==> src/rtl/dtack_pkg.sv <==
// rtl/dtack_pkg.sv - shared state/device-class types and default timing constants
package dtack_pkg;

    typedef enum logic [2:0] {IDLE, COUNT, HANDSHAKE, ACK, BERR} dtackState_e;

    typedef enum logic [2:0] {DEFAULT, SRAM, FLASH, CAN, DRAM} devClass_e;

    localparam int DEF_CNT_W      = 8;
    localparam int DEF_FLASH_WAIT = 4;
    localparam int DEF_SRAM_WAIT  = 1;
    localparam int DEF_TIMEOUT    = 200;

endpackage

==> src/rtl/dtack_class_encoder.sv <==
// rtl/dtack_class_encoder.sv - priority encoder from decoder selects to device class
module dtack_class_encoder
    import dtack_pkg::*;
(
    input  logic      DramSelect_H,
    input  logic      CanBusSelect_H,
    input  logic      FlashSelect_H,
    input  logic      SramSelect_H,
    output devClass_e devClass
);

    always_comb begin
        devClass = DEFAULT;
        if (DramSelect_H)        devClass = DRAM;
        else if (CanBusSelect_H) devClass = CAN;
        else if (FlashSelect_H)  devClass = FLASH;
        else if (SramSelect_H)   devClass = SRAM;
    end

endmodule

==> src/rtl/dtack_wait_state_controller.sv <==
// rtl/dtack_wait_state_controller.sv - registered 68k DTACK/BERR sequencer with wait states and handshake timeout
module dtack_wait_state_controller
    import dtack_pkg::*;
#(
    parameter int CNT_W      = DEF_CNT_W,
    parameter int FLASH_WAIT = DEF_FLASH_WAIT,
    parameter int SRAM_WAIT  = DEF_SRAM_WAIT,
    parameter int TIMEOUT    = DEF_TIMEOUT
) (
    input  logic Clk,
    input  logic Reset_H,
    input  logic AS_L,
    input  logic DramSelect_H,
    input  logic DramDtack_L,
    input  logic CanBusSelect_H,
    input  logic CanBusDtack_L,
    input  logic FlashSelect_H,
    input  logic SramSelect_H,
    output logic DtackOut_L,
    output logic BErr_L,
    output logic CycleActive_H
);

    localparam logic [CNT_W-1:0] FLASH_C   = CNT_W'(FLASH_WAIT);
    localparam logic [CNT_W-1:0] SRAM_C    = CNT_W'(SRAM_WAIT);
    localparam logic [CNT_W-1:0] TIMEOUT_C = CNT_W'(TIMEOUT);
    localparam logic [CNT_W-1:0] ONE_C     = CNT_W'(1);

    dtackState_e      state, nextState;
    devClass_e        latchedClass, nextClass, selClass;
    logic [CNT_W-1:0] waitCnt, nextCnt;
    logic             armed;
    logic             devDtack_L;

    dtack_class_encoder classEnc (
        .DramSelect_H   (DramSelect_H),
        .CanBusSelect_H (CanBusSelect_H),
        .FlashSelect_H  (FlashSelect_H),
        .SramSelect_H   (SramSelect_H),
        .devClass       (selClass)
    );

    assign devDtack_L = (latchedClass == DRAM) ? DramDtack_L : CanBusDtack_L;

    // A zero wait value skips COUNT so it acks on the same edge as DEFAULT.
    always_comb begin
        nextState = state;
        nextCnt   = waitCnt;
        nextClass = latchedClass;
        case (state)
            IDLE: begin
                if (armed && !AS_L) begin
                    nextClass = selClass;
                    case (selClass)
                        DRAM, CAN: begin
                            nextState = HANDSHAKE;
                            nextCnt   = '0;
                        end
                        FLASH: begin
                            nextState = (FLASH_C == '0) ? ACK : COUNT;
                            nextCnt   = FLASH_C;
                        end
                        SRAM: begin
                            nextState = (SRAM_C == '0) ? ACK : COUNT;
                            nextCnt   = SRAM_C;
                        end
                        default: nextState = ACK;
                    endcase
                end
            end
            COUNT: begin
                if (AS_L)                nextState = IDLE;
                else if (waitCnt == '0)  nextState = ACK;
                else                     nextCnt   = waitCnt - ONE_C;
            end
            HANDSHAKE: begin
                if (AS_L)                nextState = IDLE;
                else if (!devDtack_L)    nextState = ACK;
                else if (waitCnt + ONE_C == TIMEOUT_C) begin
                    nextState = BERR;
                    nextCnt   = TIMEOUT_C;
                end
                else                     nextCnt   = waitCnt + ONE_C;
            end
            ACK, BERR: begin
                if (AS_L) nextState = IDLE;
            end
            default: nextState = IDLE;
        endcase
        if (nextState == IDLE) nextCnt = '0;
    end

    // Outputs register the decode of the next state, so they change on the transition edge.
    always_ff @(posedge Clk) begin
        if (Reset_H) begin
            state         <= IDLE;
            waitCnt       <= '0;
            latchedClass  <= DEFAULT;
            armed         <= 1'b0;
            DtackOut_L    <= 1'b1;
            BErr_L        <= 1'b1;
            CycleActive_H <= 1'b0;
        end else begin
            state         <= nextState;
            waitCnt       <= nextCnt;
            latchedClass  <= nextClass;
            armed         <= armed | AS_L;
            DtackOut_L    <= (nextState != ACK);
            BErr_L        <= (nextState != BERR);
            CycleActive_H <= (nextState != IDLE);
        end
    end

endmodule

==> config.mk <==
export PLATFORM = sky130hd
export DESIGN_NAME = dtack_wait_state_controller
export DESIGN_NICKNAME = d
export VERILOG_FILES = /design/src/rtl/dtack_pkg.sv /design/src/rtl/dtack_class_encoder.sv /design/src/rtl/dtack_wait_state_controller.sv
export SDC_FILE = /design/constraint.sdc
export NUM_CORES = 1
export LEC_CHECK = 0
export BUFFER_PORTS_ARGS = -buffer_cell sky130_fd_sc_hd__buf_2
export CAP_MARGIN = 20
export CORE_ASPECT_RATIO = 1.4
export CORE_MARGIN = 2
export CORE_UTILIZATION = 40
export CTS_BUF_LIST = sky130_fd_sc_hd__clkbuf_4
export DETAILED_ROUTE_END_ITERATION = 10
export GPL_TIMING_DRIVEN = 0
export SYNTH_ARGS = -nofsm -noshare
export SYNTH_HDL_FRONTEND = slang
export SYNTH_SLANG_ARGS = --single-unit
==> constraint.sdc <==
create_clock -name Clk -period 2.7 [get_ports Clk]
set_clock_uncertainty 0.2 [all_clocks]
set_input_delay 0.135 -clock Clk [delete_from_list [all_inputs] [get_ports Clk]]
set_output_delay 0.135 -clock Clk [all_outputs]
set_load 0.005 [all_outputs]
==> flow_metrics.py <==
metrics = {
    "run_status": {
        "outcome": "finished, violations left",
        "violations": "hold timing",
    },
    "placement": {
        "dpl.cell_count": 217,
        "place.gp.congestion": 0.945,
        "dpl.hpwl_um": 2680,
        "placed_cell_area_mm2": 0.00143,
        "port_buffers": 10,
        "pre_cts_ws_ns": 0.0937,
    },
    "global_route": {
        "grt_max_degree": 11,
        "grtUsageMet3_pct": 2.06,
        "antenna_found_initial": 0,
        "top_usage_layer": "met2",
        "grt_pass1_wl_um": 6120,
        "grt_usage_pct": 21.1,
        "grtUsageMet1_pct": 25.3,
        "grt_pass1_vias": 1387,
        "gr-total-overflow": 0,
        "grt_use_met2_pct": 36.7,
    },
    "power": {
        "p_sw_share_pct": 28.8,
        "seqPwrFrac_pct": 54.1,
        "combPwrFrac_pct": 16.9,
        "ir_drop_uv": 202,
        "powerDensity_mw_per_mm2": 339,
        "p_leak_uw": 0.000521,
        "p_int_uw": 359,
        "clockPowerShare_pct": 29.0,
        "finalPower_uw": 504,
        "p_sw_uw": 145,
    },
    "floorplanning": {
        "fp-row-count": 24,
        "die_h_um": 72.2,
        "die_area_mm2": 0.00380,
        "ios": 12,
        "core_mm2": 0.00315,
        "start_util_pct": 42.1,
        "die_w_um": 52.7,
    },
    "cts": {
        "clock-sinks": 18,
        "clk_latency_ns": 0.30,
        "h-tree-depth": 1,
        "clk_pin_slew_ns": 0.12,
        "cts_root_buf": "clkbuf_4",
        "post_cts_buffers": 0,
        "cts_made_buffers": 3,
        "cts_buffer_depth": 2,
        "cts_tree": "yes",
    },
    "sta": {
        "rsz0062_at_grt": "false",
        "finalMaxSlewViolations": 0,
        "fmax_mhz": 392,
        "hold_viol": 3,
        "fin_ws_ns": 0.152,
        "fin_tns_setup_ns": 0,
        "fin_crit_sh_pct": 94.4,
        "worstMarginPinSlew_ns": 0.579,
        "post-route-min-period_ns": 2.55,
        "slew_headroom_pct": 61.4,
        "setup_violations": 0,
        "hold_ws_ns": -0.00537,
    },
    "logic_synthesis": {
        "syn-cell-area_mm2": 0.00133,
        "synth-edff-count": 0,
        "synth_top_family_by_area": "simple AND/OR/NAND/NOR gates",
        "synth.most_common_cell": "dfxtp_1",
        "synth_warnings": 0,
        "syn-num-nets": 179,
        "synth_ff_type": "dfxtp_1",
        "synth_seq_cells": 18,
        "synth_fa_ha_area_share_pct": 1.89,
        "synth_compound_area_share_pct": 25.9,
        "postSynthAreaPerCell_um2": 7.90,
        "synthSimpleGateAreaFrac_pct": 32.4,
        "ys_top_cells_by_count": "18 x dfxtp_1, 15 x a21oi_1, 13 x nor2_1",
        "syn-instance-count": 168,
        "ys_async_sr_fraction_pct": 0,
        "synth_xor_area_share_pct": 0.660,
        "synth_cell_types": 51,
        "yosysTopAreaCell": "dfxtp_1",
        "synth_top_area_share_pct": 27.1,
        "synth_area_leaders": "dfxtp_1 27%, a21oi_1 5.7%, nor2_1 3.7%",
        "ys_seq_area_share_pct": 27.1,
        "synth.area.mux_share_pct": 4.81,
    },
    "worst_hold_path": {
        "min_path_type": "input port to flop",
    },
    "cells_and_area": {
        "fillerInstances": 332,
        "drive_above_1_share_pct": 17.3,
        "finalNonFillerCells": 224,
        "finalNetCount": 197,
        "fin_area_mm2": 0.00149,
        "area_growth_pct": 12.2,
        "diodes": 0,
    },
    "setup_path": {
        "critPathRequiredTime_ns": 2.73,
        "crit_fanout": 10,
        "crit_path_end_kind": "flop",
        "startpoint_type": "flop",
        "critical_path_class": "flop to flop",
        "worst_ep_arrival_time_ns": 2.58,
    },
    "route": {
        "route.detailed.drc": 0,
        "dr.pass1.iters": 4,
        "antenna_left": 0,
        "via_per_inst": 6.07,
        "drt_iter0_drc": 30,
        "wl_per_cell_um": 16.2,
        "num_vias": 1359,
        "drt_wl_total_um": 3620,
    },
    "flow_run": {
        "drv_cap": 0,
    },
}
[final cells by class]
cell class	instances	area (µm²)	area share (%)
plain buffers	16	80.1	5.38
clock buffers	3	22.5	1.51
clock inverters	1	3.75	0.252
inverters	4	15.0	1.01
multi-input cells	130	883	59.3
flip-flops and latches	18	360	24.2
well taps	39	48.8	3.28
repair buffers	13	75.1	5.04
[through the flow]
stage | hold WS [ns] | util [%]
floorplan | 0.0710 | -
global placement | 0.250 | 45.2
detailed placement | 0.262 | 45.2
CTS | 0.00630 | 46.7
global route | 0.0303 | 47.2
finish | -0.00537 | 47.2
[logic make-up (layout without fill, tap and decap cells)]
kind of cell               Yosys count  count (layout)
muxes                                5               5
and+or+nand+nor                     70              70
buffers and inverters               20              37
xor gates and xnor gates             1               1
DFF                                 18              18
AOI/OAI and AO/OA                   52              52
adders and majority gates            2               2
[power by group through the flow]
stage,sequential (µW),combinational [µW],clock (µW)
6_report,273,85.0,146
5_1_grt,274,94.7,159
4_1_cts,273,83.8,144
3_5_place_dp,279,81.2,0
3_3_place_gp,279,79.2,0
2_1_floorplan,278,55.7,0
[worst max-delay path, stage by stage (launching register included)]
cell and delay (ns):
dfxtp_1 0.34, nor3b_1 0.41, mux2_2 0.41, a221o_1 0.34, buf_6 0.15, or4_1 0.47
a21oi_1 0.16
[path summary, 6_finish.rpt]
| kind | start | to | slack [ns] | cells after the start |
|---|---|---|---|---|
| worst min register to register | latchedClass[2]$_SDFFE_PP0P_ | latchedClass[2]$_SDFFE_PP0P_ | 0.28 | 2 |
| worst min-delay path | Reset_H | armed$_SDFF_PP0_ | -0.005 | 2 |
| worst max-delay path | latchedClass[2]$_SDFFE_PP0P_ | waitCnt[6]$_SDFFE_PP0P_ | 0.15 | 6 |
| worst max register to register | latchedClass[2]$_SDFFE_PP0P_ | waitCnt[6]$_SDFFE_PP0P_ | 0.15 | 6 |
[placed cells by master, fill, tap and decap left out, types with 4 or more instances in the layout]
| cell | Yosys | layout |
|---|---|---|
| a21oi_1 | 15 | 15 |
| buf_2 | 4 | 15 |
| clkbuf_1 | 9 | 9 |
| dfxtp_1 | 18 | 18 |
| inv_1 | 4 | 4 |
| nand2_1 | 8 | 8 |
| nand3_1 | 5 | 5 |
| nor2_1 | 13 | 13 |
| nor2b_1 | 6 | 6 |
| nor3_1 | 9 | 8 |
| nor3b_1 | 5 | 5 |
| o21ai_0 | 9 | 9 |
| o22ai_1 | 4 | 4 |
| o31ai_1 | 5 | 5 |
[layer usage]
layer  up-vias  wire length [µm]
li1        669                 -
met1       654              1530
met2        28              1910
met3         8                89
met4         0                93
met5         -                 0
[what timing repair did]
| item | 4_1_cts | 5_1_grt |
|---|---|---|
| gates resized for setup | 0 | 2 |
| hold buffers | 2 | 0 |
| endpoints found under the hold margin | 3 | 0 |
| endpoints found under the setup margin | 0 | 5 |
[registers in the layout, indices dropped and copies added (netlist names)]
signal / cells
armed: 1
DtackOut_L: 1
waitCnt: 8
CycleActive_H: 1
state: 3
latchedClass: 3
BErr_L: 1
Note: power is estimated with default switching activity, not from simulation.
